File: src/rtl/cmip_sync_fifo_ctrl_pkg.sv
// Shared helpers for the synchronous FIFO controller: prefetch sizing and
// wrap-bit aware pointer arithmetic.
package cmip_sync_fifo_ctrl_pkg;

  // The prefetch buffer covers every word in flight plus the one being shown.
  function automatic int pf_depth(input int read_latency);
    return read_latency + 1;
  endfunction

  // Difference of two wrap-bit pointers, reduced modulo 2^ptr_w.
  function automatic logic [31:0] ptr_diff(input logic [31:0] wptr,
                                           input logic [31:0] rptr,
                                           input int          ptr_w);
    logic [31:0] mask;
    mask = (ptr_w >= 32) ? '1 : ((32'd1 << ptr_w) - 32'd1);
    return (wptr - rptr) & mask;
  endfunction

  // Index increment for ring buffers whose depth need not be a power of two.
  function automatic logic [31:0] wrap_inc(input logic [31:0] idx, input int depth);
    return (idx == 32'(depth - 1)) ? 32'd0 : idx + 32'd1;
  endfunction

endpackage

File: src/rtl/cmip_fifo_prefetch_buf.sv
// Small register FIFO holding words returned from memory; head is always visible.
module cmip_fifo_prefetch_buf
  import cmip_sync_fifo_ctrl_pkg::*;
#(
  parameter int DEPTH     = 5,
  parameter int DATA_WDTH = 32,
  parameter int CNT_W     = $clog2(DEPTH + 1)
) (
  input  logic                 i_clk,
  input  logic                 i_rst_n,
  input  logic                 i_push,
  input  logic [DATA_WDTH-1:0] i_wdata,
  input  logic                 i_pop,
  output logic [DATA_WDTH-1:0] o_head,
  output logic [CNT_W-1:0]     o_cnt
);

  localparam int IDX_W = (DEPTH > 1) ? $clog2(DEPTH) : 1;

  logic [DATA_WDTH-1:0] r_mem [DEPTH];
  logic [IDX_W-1:0]     r_wr_idx;
  logic [IDX_W-1:0]     r_rd_idx;
  logic [CNT_W-1:0]     r_cnt;
  logic                 w_pop;

  assign w_pop = i_pop & (r_cnt != '0);

  // NOTE: storage has no reset; only the indices and count need a known state.
  // NOTE: non-blocking assignments make every register sample pre-edge values.
  always_ff @(posedge i_clk) begin
    if (i_push) r_mem[r_wr_idx] <= i_wdata;
  end

  always_ff @(posedge i_clk or negedge i_rst_n) begin
    if (!i_rst_n) begin
      r_wr_idx <= '0;
      r_rd_idx <= '0;
      r_cnt    <= '0;
    end else begin
      if (i_push) r_wr_idx <= IDX_W'(wrap_inc(32'(r_wr_idx), DEPTH));
      if (w_pop)  r_rd_idx <= IDX_W'(wrap_inc(32'(r_rd_idx), DEPTH));
      case ({i_push, w_pop})
        2'b10:   r_cnt <= r_cnt + CNT_W'(1);
        2'b01:   r_cnt <= r_cnt - CNT_W'(1);
        default: ;
      endcase
    end
  end

  assign o_head = r_mem[r_rd_idx];
  assign o_cnt  = r_cnt;

  // The credit scheme upstream guarantees a free slot for every capture.
  a_no_overflow: assert property (@(posedge i_clk) disable iff (!i_rst_n)
    !(i_push && (r_cnt == CNT_W'(DEPTH))));

endmodule

File: src/rtl/cmip_sync_fifo_ctrl.sv
// FIFO controller for a registered simple-dual-port memory, presenting a
// show-ahead valid/ready stream with the read latency hidden by prefetch.
module cmip_sync_fifo_ctrl
  import cmip_sync_fifo_ctrl_pkg::*;
#(
  parameter int DPTH         = 1024,
  parameter int DATA_WDTH    = 32,
  parameter int ADDR_WDTH    = $clog2(DPTH),
  parameter int READ_LATENCY = 4,
  parameter int AFULL_TH     = DPTH - 4,
  parameter int AEMPTY_TH    = 4
) (
  input  logic                 i_clk,
  input  logic                 i_rst_n,
  input  logic                 i_wr_vld,
  input  logic [DATA_WDTH-1:0] i_wr_data,
  output logic                 o_wr_rdy,
  output logic                 o_rd_vld,
  output logic [DATA_WDTH-1:0] o_rd_data,
  input  logic                 i_rd_rdy,
  output logic                 o_mem_wr,
  output logic [ADDR_WDTH-1:0] o_mem_waddr,
  output logic [DATA_WDTH-1:0] o_mem_wdata,
  output logic                 o_mem_rd,
  output logic [ADDR_WDTH-1:0] o_mem_raddr,
  input  logic [DATA_WDTH-1:0] i_mem_rdata,
  output logic [ADDR_WDTH+1:0] o_level,
  output logic                 o_afull,
  output logic                 o_aempty
);

  localparam int PF_DPTH = pf_depth(READ_LATENCY);
  localparam int PW      = ADDR_WDTH + 1;
  localparam int LW      = ADDR_WDTH + 2;
  localparam int PCW     = $clog2(PF_DPTH + 1);
  localparam int IW      = $clog2(READ_LATENCY + 1);
  localparam int CW      = $clog2(PF_DPTH + 2) + 1;

  logic [PW-1:0]           r_wptr;
  logic [PW-1:0]           r_rptr;
  logic [READ_LATENCY-1:0] r_vld_sr;
  logic                    r_afull;
  logic                    r_aempty;

  logic [PW-1:0]  w_mem_cnt;
  logic [PCW-1:0] w_pf_cnt;
  logic [IW-1:0]  w_infl_cnt;
  logic [CW-1:0]  w_credit;
  logic [LW-1:0]  w_level;
  logic           w_push;
  logic           w_pop;
  logic           w_issue;
  logic           w_capture;

  assign w_mem_cnt  = PW'(ptr_diff(32'(r_wptr), 32'(r_rptr), PW));
  assign o_wr_rdy   = (w_mem_cnt != PW'(DPTH));
  assign w_push     = i_wr_vld & o_wr_rdy;
  assign w_pop      = o_rd_vld & i_rd_rdy;
  assign w_infl_cnt = IW'($countones(r_vld_sr));
  assign w_capture  = r_vld_sr[READ_LATENCY-1];

  // A same-cycle pop frees a slot, so reads keep streaming at one per cycle.
  assign w_credit = CW'(PF_DPTH) - CW'(w_infl_cnt) - CW'(w_pf_cnt) + CW'(w_pop);
  assign w_issue  = (w_mem_cnt != '0) & (w_credit != '0);

  assign o_mem_wr    = w_push;
  assign o_mem_waddr = r_wptr[ADDR_WDTH-1:0];
  assign o_mem_wdata = i_wr_data;
  assign o_mem_rd    = w_issue;
  assign o_mem_raddr = r_rptr[ADDR_WDTH-1:0];

  assign w_level  = LW'(w_mem_cnt) + LW'(w_infl_cnt) + LW'(w_pf_cnt);
  assign o_level  = w_level;
  assign o_afull  = r_afull;
  assign o_aempty = r_aempty;
  assign o_rd_vld = (w_pf_cnt != '0);

  // Clearing the valid shift register on reset drops any stale read returns.
  always_ff @(posedge i_clk or negedge i_rst_n) begin
    if (!i_rst_n) begin
      r_wptr   <= '0;
      r_rptr   <= '0;
      r_vld_sr <= '0;
      r_afull  <= 1'b0;
      r_aempty <= 1'b1;
    end else begin
      if (w_push)  r_wptr <= r_wptr + PW'(1);
      if (w_issue) r_rptr <= r_rptr + PW'(1);
      r_vld_sr <= (r_vld_sr << 1) | READ_LATENCY'(w_issue);
      r_afull  <= (int'(w_mem_cnt) >= AFULL_TH);
      r_aempty <= (int'(w_level) <= AEMPTY_TH);
    end
  end

  cmip_fifo_prefetch_buf #(
    .DEPTH     (PF_DPTH),
    .DATA_WDTH (DATA_WDTH),
    .CNT_W     (PCW)
  ) u_pf_buf (
    .i_clk   (i_clk),
    .i_rst_n (i_rst_n),
    .i_push  (w_capture),
    .i_wdata (i_mem_rdata),
    .i_pop   (w_pop),
    .o_head  (o_rd_data),
    .o_cnt   (w_pf_cnt)
  );

endmodule

File: config.mk
export PLATFORM = sky130hd
export DESIGN_NAME = cmip_sync_fifo_ctrl
export DESIGN_NICKNAME = d
export VERILOG_FILES = /design/src/rtl/cmip_sync_fifo_ctrl_pkg.sv /design/src/rtl/cmip_fifo_prefetch_buf.sv /design/src/rtl/cmip_sync_fifo_ctrl.sv
export SDC_FILE = /design/constraint.sdc
export NUM_CORES = 1
export LEC_CHECK = 0
export ABC_AREA = 1
export CAP_MARGIN = 20
export CELL_PAD_IN_SITES_DETAIL_PLACEMENT = 1
export CELL_PAD_IN_SITES_GLOBAL_PLACEMENT = 2
export CORE_ASPECT_RATIO = 1.25
export CORE_MARGIN = 2
export CORE_UTILIZATION = 33
export DETAILED_ROUTE_END_ITERATION = 10
export GPL_TIMING_DRIVEN = 0
export HOLD_SLACK_MARGIN = 0.05
export MAX_ROUTING_LAYER = met4
export PLACE_DENSITY_LB_ADDON = 0.1
export SLEW_MARGIN = 20
export SYNTH_ARGS = -nofsm -noshare
export SYNTH_HDL_FRONTEND = slang
export SYNTH_HIERARCHICAL = 1
export SYNTH_SLANG_ARGS = --single-unit
File: constraint.sdc
create_clock -name i_clk -period 4.2 [get_ports i_clk]
set_input_delay 0.63 -clock i_clk [delete_from_list [all_inputs] [get_ports i_clk]]
set_output_delay 0.63 -clock i_clk [all_outputs]
set_load 0.01 [all_outputs]
==> flow_metrics.env, run 1 <==
export IMPL_drive_gt1_frac=0.210
export IMPL_fin_crit_sh=1.09
export IMPL_worst_slew_pin_slew_ns=0.775
export IMPL_dr_pass1_iters=5
export IMPL_syn2layout_area_growth_pct=30.7
export IMPL_clk_latency_ns=0.44
export IMPL_die_area_um2=33100
export IMPL_cp_max_fo=2
export IMPL_grt_pass1_vias=8369
export IMPL_cp_end_kind="primary output"
export IMPL_final_max_slew_viol_count=0
export IMPL_utilization=0.440
export IMPL_hpwl_mm=19.9
export IMPL_maxCapViolCount=0
export IMPL_cts_hold_buf=0
export IMPL_period_minus_slack_ns=4.58
export IMPL_grt_overflow_total=0
export IMPL_wl_mm=28.4
export IMPL_path_clk_slew_ns=0.08
export IMPL_die_width_um=163
export IMPL_nets=1476
export IMPL_ir_worst_vdd_mv=1.28
export IMPL_cts_tree="built"
export IMPL_p_leak_uw=0.00630
export IMPL_globalplace_congestion=0.759
export IMPL_slew_headroom=0.480
export IMPL_rows=72
export IMPL_synth_fp_nets=1266
export IMPL_drc=0
export IMPL_synth_mux_area_frac=0
export IMPL_setup_viol=9
export IMPL_synth_ff_type="edfxtp_1"
export IMPL_cp_arrival_ns=3.95
export IMPL_cts_root_buf="clkbuf_16"
export IMPL_yosysSeqAreaShare=0.548
export IMPL_synthSimpleGateAreaFrac=0.231
export IMPL_synth_compound_area_share=0.0104
export IMPL_power_density_nw_per_um2=964
export IMPL_mostFrequentLayoutCells="nand2_1, edfxtp_1, inv_1"
export IMPL_dp_slack_ns=-0.450
export IMPL_die_y_um=203
export IMPL_finalPower_uw=13200
export IMPL_status="complete, but fails checks"
export IMPL_ys_ff_latch=197
export IMPL_cts_made_buffers=17
export IMPL_ff2ff_setup_slack_ns=-0.30
export IMPL_antenna_found_initial=2
export IMPL_required_ns=3.57
export IMPL_vias_per_cell=4.45
export IMPL_wire_per_inst_um=15.9
export IMPL_post_synth_fa_ha_maj_area_fraction=0.0488
export IMPL_io_buffers=137
export IMPL_clockBufferDepth=2
export IMPL_htreeDepth=4
export IMPL_synthesis_area_um2=10500
export IMPL_cts_sinks=197
export IMPL_vias=7987
export IMPL_syn_inst=1162
export IMPL_rsz0062_at_grt="true"
export IMPL_min_path_type="in -> async"
export IMPL_dpl_instance_area_um2=12500
export IMPL_setup_tns_ns=-1.98
export IMPL_yosys_warnings=6
export IMPL_synth_edf_count=160
export IMPL_fmax_ghz=0.218
export IMPL_initial_core_util=0.337
export IMPL_final_common_cell="nand2_1"
export IMPL_grt_pass1_wl_mm=44.4
export IMPL_fin_worst_skew_ns=0.0155
export IMPL_hold_viol_final=0
export IMPL_yosysUniqueCellTypes=37
export IMPL_core_um2=31100
export IMPL_setup_ws_ns=-0.380
export IMPL_syn_area_per_cell_um2=9.00
export IMPL_final_area_um2=13700
export IMPL_ant_nets=0
export IMPL_drtIter0Drc=223
export IMPL_synth_xor_area_frac=0.0217
export IMPL_path_class="reg -> out"
export IMPL_grt_usage=0.181
export IMPL_ios=170
export IMPL_grt_max_degree=25
export IMPL_async_reset_ff_frac=0.188
export IMPL_synth_top_family_by_area="simple AND/OR/NAND/NOR gates"
export IMPL_violations="setup timing"
export IMPL_start_kind="flop"
layer usage:
metal,part of all wire,GRT usage,up-vias
li1,-,-,3987
met1,0.40,0.197,3844
met2,0.55,0.336,132
met3,0.032,0.0296,24
met4,0.014,0.0487,0
met5,0,-,-
through the flow:
step	std cells	hold slack, ns
2_1_floorplan	1162	0.334
3_3_place_gp	1706	0.362
3_5_place_dp	1715	0.366
4_1_cts	1781	0.0816
5_1_grt	1794	0.0982
6_report	1794	0.0894
cells by family after synthesis:
group | Yosys count
AOI/OAI and AO/OA | 19
buffers and inverters | 309
and+or+nand+nor | 576
xor gates and xnor gates | 25
adders and majority gates | 36
DFF | 197
critical path, cell delays in order (launching register included):
cell and delay (ns):
dfrtp_2 0.38, inv_2 0.04, fa_1 0.56, inv_2 0.05, ha_4 0.16, ha_4 0.26, inv_2 0.03, fa_1 0.46
inv_2 0.09, ha_4 0.15, buf_4 0.11, nand3_2 0.09, nand3_2 0.09, nand3_2 0.09, inv_2 0.09, nand3_2 0.11
inv_2 0.09, nand3_1 0.12, xor2_1 0.29, inv_1 0.11, buf_6 0.14
state kept, by name, summed over array words and instances, names as in the netlist:
signal,cells
u_pf_buf/r_mem,160
r_rptr,11
r_wptr,11
r_vld_sr,4
u_pf_buf/o_cnt,3
u_pf_buf/r_rd_idx,3
u_pf_buf/r_wr_idx,3
o_aempty,1
o_afull,1
what timing repair did:
| item | CTS | global route |
|---|---|---|
| setup buffers | 34 | 12 |
| pin swaps | 12 | 19 |
| endpoints found under the setup margin | 12 | 13 |
| gates resized for setup | 66 | 48 |
synth_stat cells, drive strengths merged (2+ instances only):
master / count / share of area
xor2: 19 / 0.017
a21oi: 7 / 0.0033
inv: 197 / 0.071
ha: 28 / 0.033
edfxtp: 160 / 0.46
buf: 78 / 0.057
clkinv: 26 / 0.0096
xnor2: 6 / 0.0050
nor3: 6 / 0.0029
nand3: 124 / 0.061
o21ai: 7 / 0.0033
o21bai: 2 / 0.0014
fa: 8 / 0.015
nand2: 408 / 0.15
dfrtp: 36 / 0.086
nand4: 11 / 0.0072
nor2: 24 / 0.0096
clkbuf: 8 / 0.0029
final cells by class:
class                           count  area (um2)
Antenna cell                        2        5.00
Buffer                             86         631
Clock buffer                       22         507
Clock inverter                     10        66.3
Fill cell                        3582       17400
Inverter                          223         842
Multi-Input combinational cell    656        3520
Sequential cell                   197        5740
Tap cell                          407         509
Timing Repair Buffer              191        1850
final timing paths:
kind	cells after the start	startpoint	to
setup / recovery	20	r_vld_sr[3]	o_level[10]
min in group i_clk	0	r_vld_sr[1]	r_vld_sr[2]
setup reg to reg	27	r_vld_sr[3]	o_aempty
hold reg to reg	0	r_vld_sr[1]	r_vld_sr[2]
hold / removal	1	i_rst_n	r_wptr[6]
max in group asynchronous	2	i_rst_n	o_aempty
power breakdown:
part / switching, uW / internal (uW)
logic: 4690 / 3960
clock network: 722 / 861
registers: 251 / 2690
total: 5660 / 7510
(Power assumes the default switching activity.)
==> run 2, diff against run 1 <==
--- a/config.mk
+++ b/config.mk
@@ -12,6 +12,7 @@
 export CORE_ASPECT_RATIO = 1.25
 export CORE_MARGIN = 2
 export CORE_UTILIZATION = 33
+export CTS_CLUSTER_SIZE = 14
 export DETAILED_ROUTE_END_ITERATION = 10
 export GPL_TIMING_DRIVEN = 0
 export HOLD_SLACK_MARGIN = 0.05
==> results of run 2 <==
Final layout, timing and power as in run 1 (identical DEF).
==> run 3, diff against run 2 <==
--- a/config.mk
+++ b/config.mk
@@ -10,7 +10,6 @@
 export CELL_PAD_IN_SITES_DETAIL_PLACEMENT = 1
 export CELL_PAD_IN_SITES_GLOBAL_PLACEMENT = 2
 export CORE_ASPECT_RATIO = 1.25
-export CORE_MARGIN = 2
 export CORE_UTILIZATION = 33
 export CTS_CLUSTER_SIZE = 14
 export DETAILED_ROUTE_END_ITERATION = 10
==> run 3 against run 2 <==
  * The run still ends with setup timing left
  * Clock skew rose by 0.00099 ns
  * Count of clock-buffer cells in the layout decreased by 4
  * Setup slack gained 0.25 ns
  * Utilization decreased by 0.41 points
  * Design area down 0.94%
  * Die area shrank 2.2%
  * Clock power increased by 4%
  * Combinational power shrank 9.6%
  * Critical path depth unchanged
==> flow_metrics.env, run 3 (synthesized netlist as in run 1, its figures left out) <==
export IMPL_status="complete, but fails checks"
export IMPL_violations="setup timing"
export IMPL_drive_gt1_frac=0.197
export IMPL_slew_headroom=0.522
export IMPL_die_y_um=201
export IMPL_period_minus_slack_ns=4.33
export IMPL_setup_tns_ns=-0.492
export IMPL_dr_pass1_iters=4
export IMPL_fin_crit_sh=1.03
export IMPL_p_leak_uw=0.00618
export IMPL_wl_mm=27.5
export IMPL_drtIter0Drc=228
export IMPL_cp_common_cell="inv_2"
export IMPL_cp_arrival_ns=3.70
export IMPL_rsz0062_at_grt="true"
export IMPL_grt_overflow_total=0
export IMPL_met1_usage=0.197
export IMPL_grt_max_degree=26
export IMPL_path_class="reg -> out"
export IMPL_vias_per_cell=4.42
export IMPL_cts_tree="built"
export IMPL_cp_num_buf_inv=7
export IMPL_path_cells="inv_2 -> fa_1 -> inv_2 -> ha_4 -> ha_4 -> inv_2 -> fa_1 -> inv_2 -> ha_4 -> fa_2 -> nand2_2 -> nand2_2 -> nand3_2 -> inv_2 -> nand3_4 -> nor2_4 -> nand2_1 -> nand2_1 -> inv_1 -> buf_2"
export IMPL_ant_nets=0
export IMPL_cts_root_buf="clkbuf_16"
export IMPL_hold_viol_final=0
export IMPL_grt_usage=0.182
export IMPL_internal_power_uw=7070
export IMPL_ir_worst_vdd_mv=1.15
export IMPL_slowest_stage="fa_1"
export IMPL_die_area_um2=32400
export IMPL_cts_sinks=197
export IMPL_drc=0
export IMPL_cts_made_buffers=17
export IMPL_power_density_nw_per_um2=916
export IMPL_dpl_instance_area_um2=12500
export IMPL_globalplace_congestion=0.757
export IMPL_start_kind="flop"
export IMPL_fin_worst_skew_ns=0.0165
export IMPL_required_ns=3.57
export IMPL_final_area_um2=13500
export IMPL_fmax_ghz=0.231
export IMPL_setup_viol=8
export IMPL_grt_busiest_layer="met2"
export IMPL_setup_ws_ns=-0.131
export IMPL_mostFrequentLayoutCells="nand2_1, edfxtp_1, inv_1"
export IMPL_swShare=0.430
export IMPL_path_clk_slew_ns=0.08
export IMPL_grt_pass1_vias=8247
export IMPL_cpPeakStageDelay_ns=0.57
export IMPL_initial_core_util=0.337
export IMPL_switchingPower_uw=5330
export IMPL_p_seq_frac=0.237
export IMPL_antenna_found_initial=2
export IMPL_syn2layout_area_growth_pct=29.4
export IMPL_io_buffers=137
export IMPL_worst_slew_pin_slew_ns=0.716
export IMPL_clockPowerShare=0.133
export IMPL_regMostFlops="u_pf_buf/r_mem"
export IMPL_largest_register_ffs=160
export IMPL_cpLargestDelayFamily="adder cells"
export IMPL_hpwl_mm=19.8
export IMPL_use_met3=0.0310
export IMPL_cp_max_fo=3
export IMPL_cts_hold_buf=0
export IMPL_nets=1459
export IMPL_ios=170
export IMPL_combPwrFrac=0.630
export IMPL_maxCapViolCount=0
export IMPL_rows=72
export IMPL_core_um2=31100
export IMPL_final_max_slew_viol_count=0
export IMPL_grt_pass1_wl_mm=43.5
export IMPL_clk_latency_ns=0.44
export IMPL_clockBufferDepth=2
export IMPL_vias=7862
export IMPL_final_common_cell="nand2_1"
export IMPL_wire_per_inst_um=15.5
export IMPL_cp_end_kind="primary output"
export IMPL_min_path_type="in -> async"
export IMPL_met2_usage=0.336
export IMPL_htreeDepth=4
export IMPL_largestRegisters="u_pf_buf/r_mem (160), r_rptr (11), r_wptr (11)"
export IMPL_finalPower_uw=12400
export IMPL_die_width_um=161
run 3: cell count changes in the layout (fill, tap and decap cells not counted), sizes merged, moves of 2 or more:
cell and change:
buf -17, clkbuf -6, clkinvlp +4, clkinv -2
bufinv +3
run 3: worst paths after layout:
check | from | to | slack (ns) | cells past startpoint
setup reg to reg | r_vld_sr[0] | o_aempty | 0.18 | 26
max in group asynchronous | i_rst_n | o_aempty | 3.57 | 2
min in group i_clk | r_vld_sr[1] | r_vld_sr[2] | 0.40 | 0
setup / recovery | r_vld_sr[0] | o_level[9] | -0.13 | 20
hold / removal | i_rst_n | r_wptr[5] | 0.08 | 1
hold reg to reg | r_vld_sr[1] | r_vld_sr[2] | 0.40 | 0
run 3: layer usage:
layer / up-vias / wire length [um] / part of all wire
met5: - / 0 / 0
met4: 0 / 340 / 0.012
met3: 27 / 738 / 0.027
met2: 106 / 14900 / 0.54
met1: 3766 / 11500 / 0.42
li1: 3963 / - / -
run 3: final cells by class:
class                           count  area [um2]
Fill cell                        3619       17500
Sequential cell                   197        5740
Multi-Input combinational cell    656        3520
Timing Repair Buffer              174        1710
Inverter                          223         840
Buffer                             86         631
Tap cell                          407         509
Clock buffer                       18         429
Clock inverter                     14         159
Antenna cell                        2        5.00
run 3: power groups by stage:
| stage | clock [uW] | sequential, uW | combinational [uW] |
|---|---|---|---|
| floorplan | 0 | 2920 | 3990 |
| global placement | 0 | 3020 | 6650 |
| detailed placement | 0 | 2980 | 6840 |
| CTS | 1690 | 2940 | 7510 |
| global route | 1760 | 3000 | 8730 |
| finish | 1650 | 2940 | 7820 |
run 3: worst reg2reg max path, stage by stage, from the launching register on:
cell     delay (ns)
dfrtp_1        0.37
inv_2          0.05
fa_1           0.57
inv_2          0.05
ha_4           0.16
ha_4           0.27
inv_2          0.03
fa_1           0.49
inv_2          0.05
ha_4           0.16
fa_2           0.34
nand2_2        0.08
nand2_2        0.06
nand3_2        0.09
inv_2          0.06
nand3_4        0.10
nor2_4         0.05
nand2_1        0.05
nand2_1        0.07
buf_4          0.13
buf_4          0.12
buf_4          0.12
buf_4          0.12
buf_4          0.12
buf_4          0.12
nand4_1        0.09
nor2_1         0.06
run 3: per-stage QoR:
step,util,setup slack (ns),hold WS (ns),instances
floorplan,-,0.376,0.334,1162
global placement,0.397,-1.31,0.359,1706
detailed placement,0.403,-0.540,0.371,1715
CTS,0.430,-0.209,0.0737,1768
global route,0.436,-0.311,0.0805,1777
finish,0.436,-0.131,0.0799,1777
run 3: what timing repair did:
| action | CTS | global route |
|---|---|---|
| setup buffers | 21 | 9 |
| pin swaps | 13 | 21 |
| hold endpoints to repair | 0 | 0 |
| setup endpoints to repair | 13 | 12 |
| resized for setup | 71 | 33 |
| gates cloned | 0 | 0 |
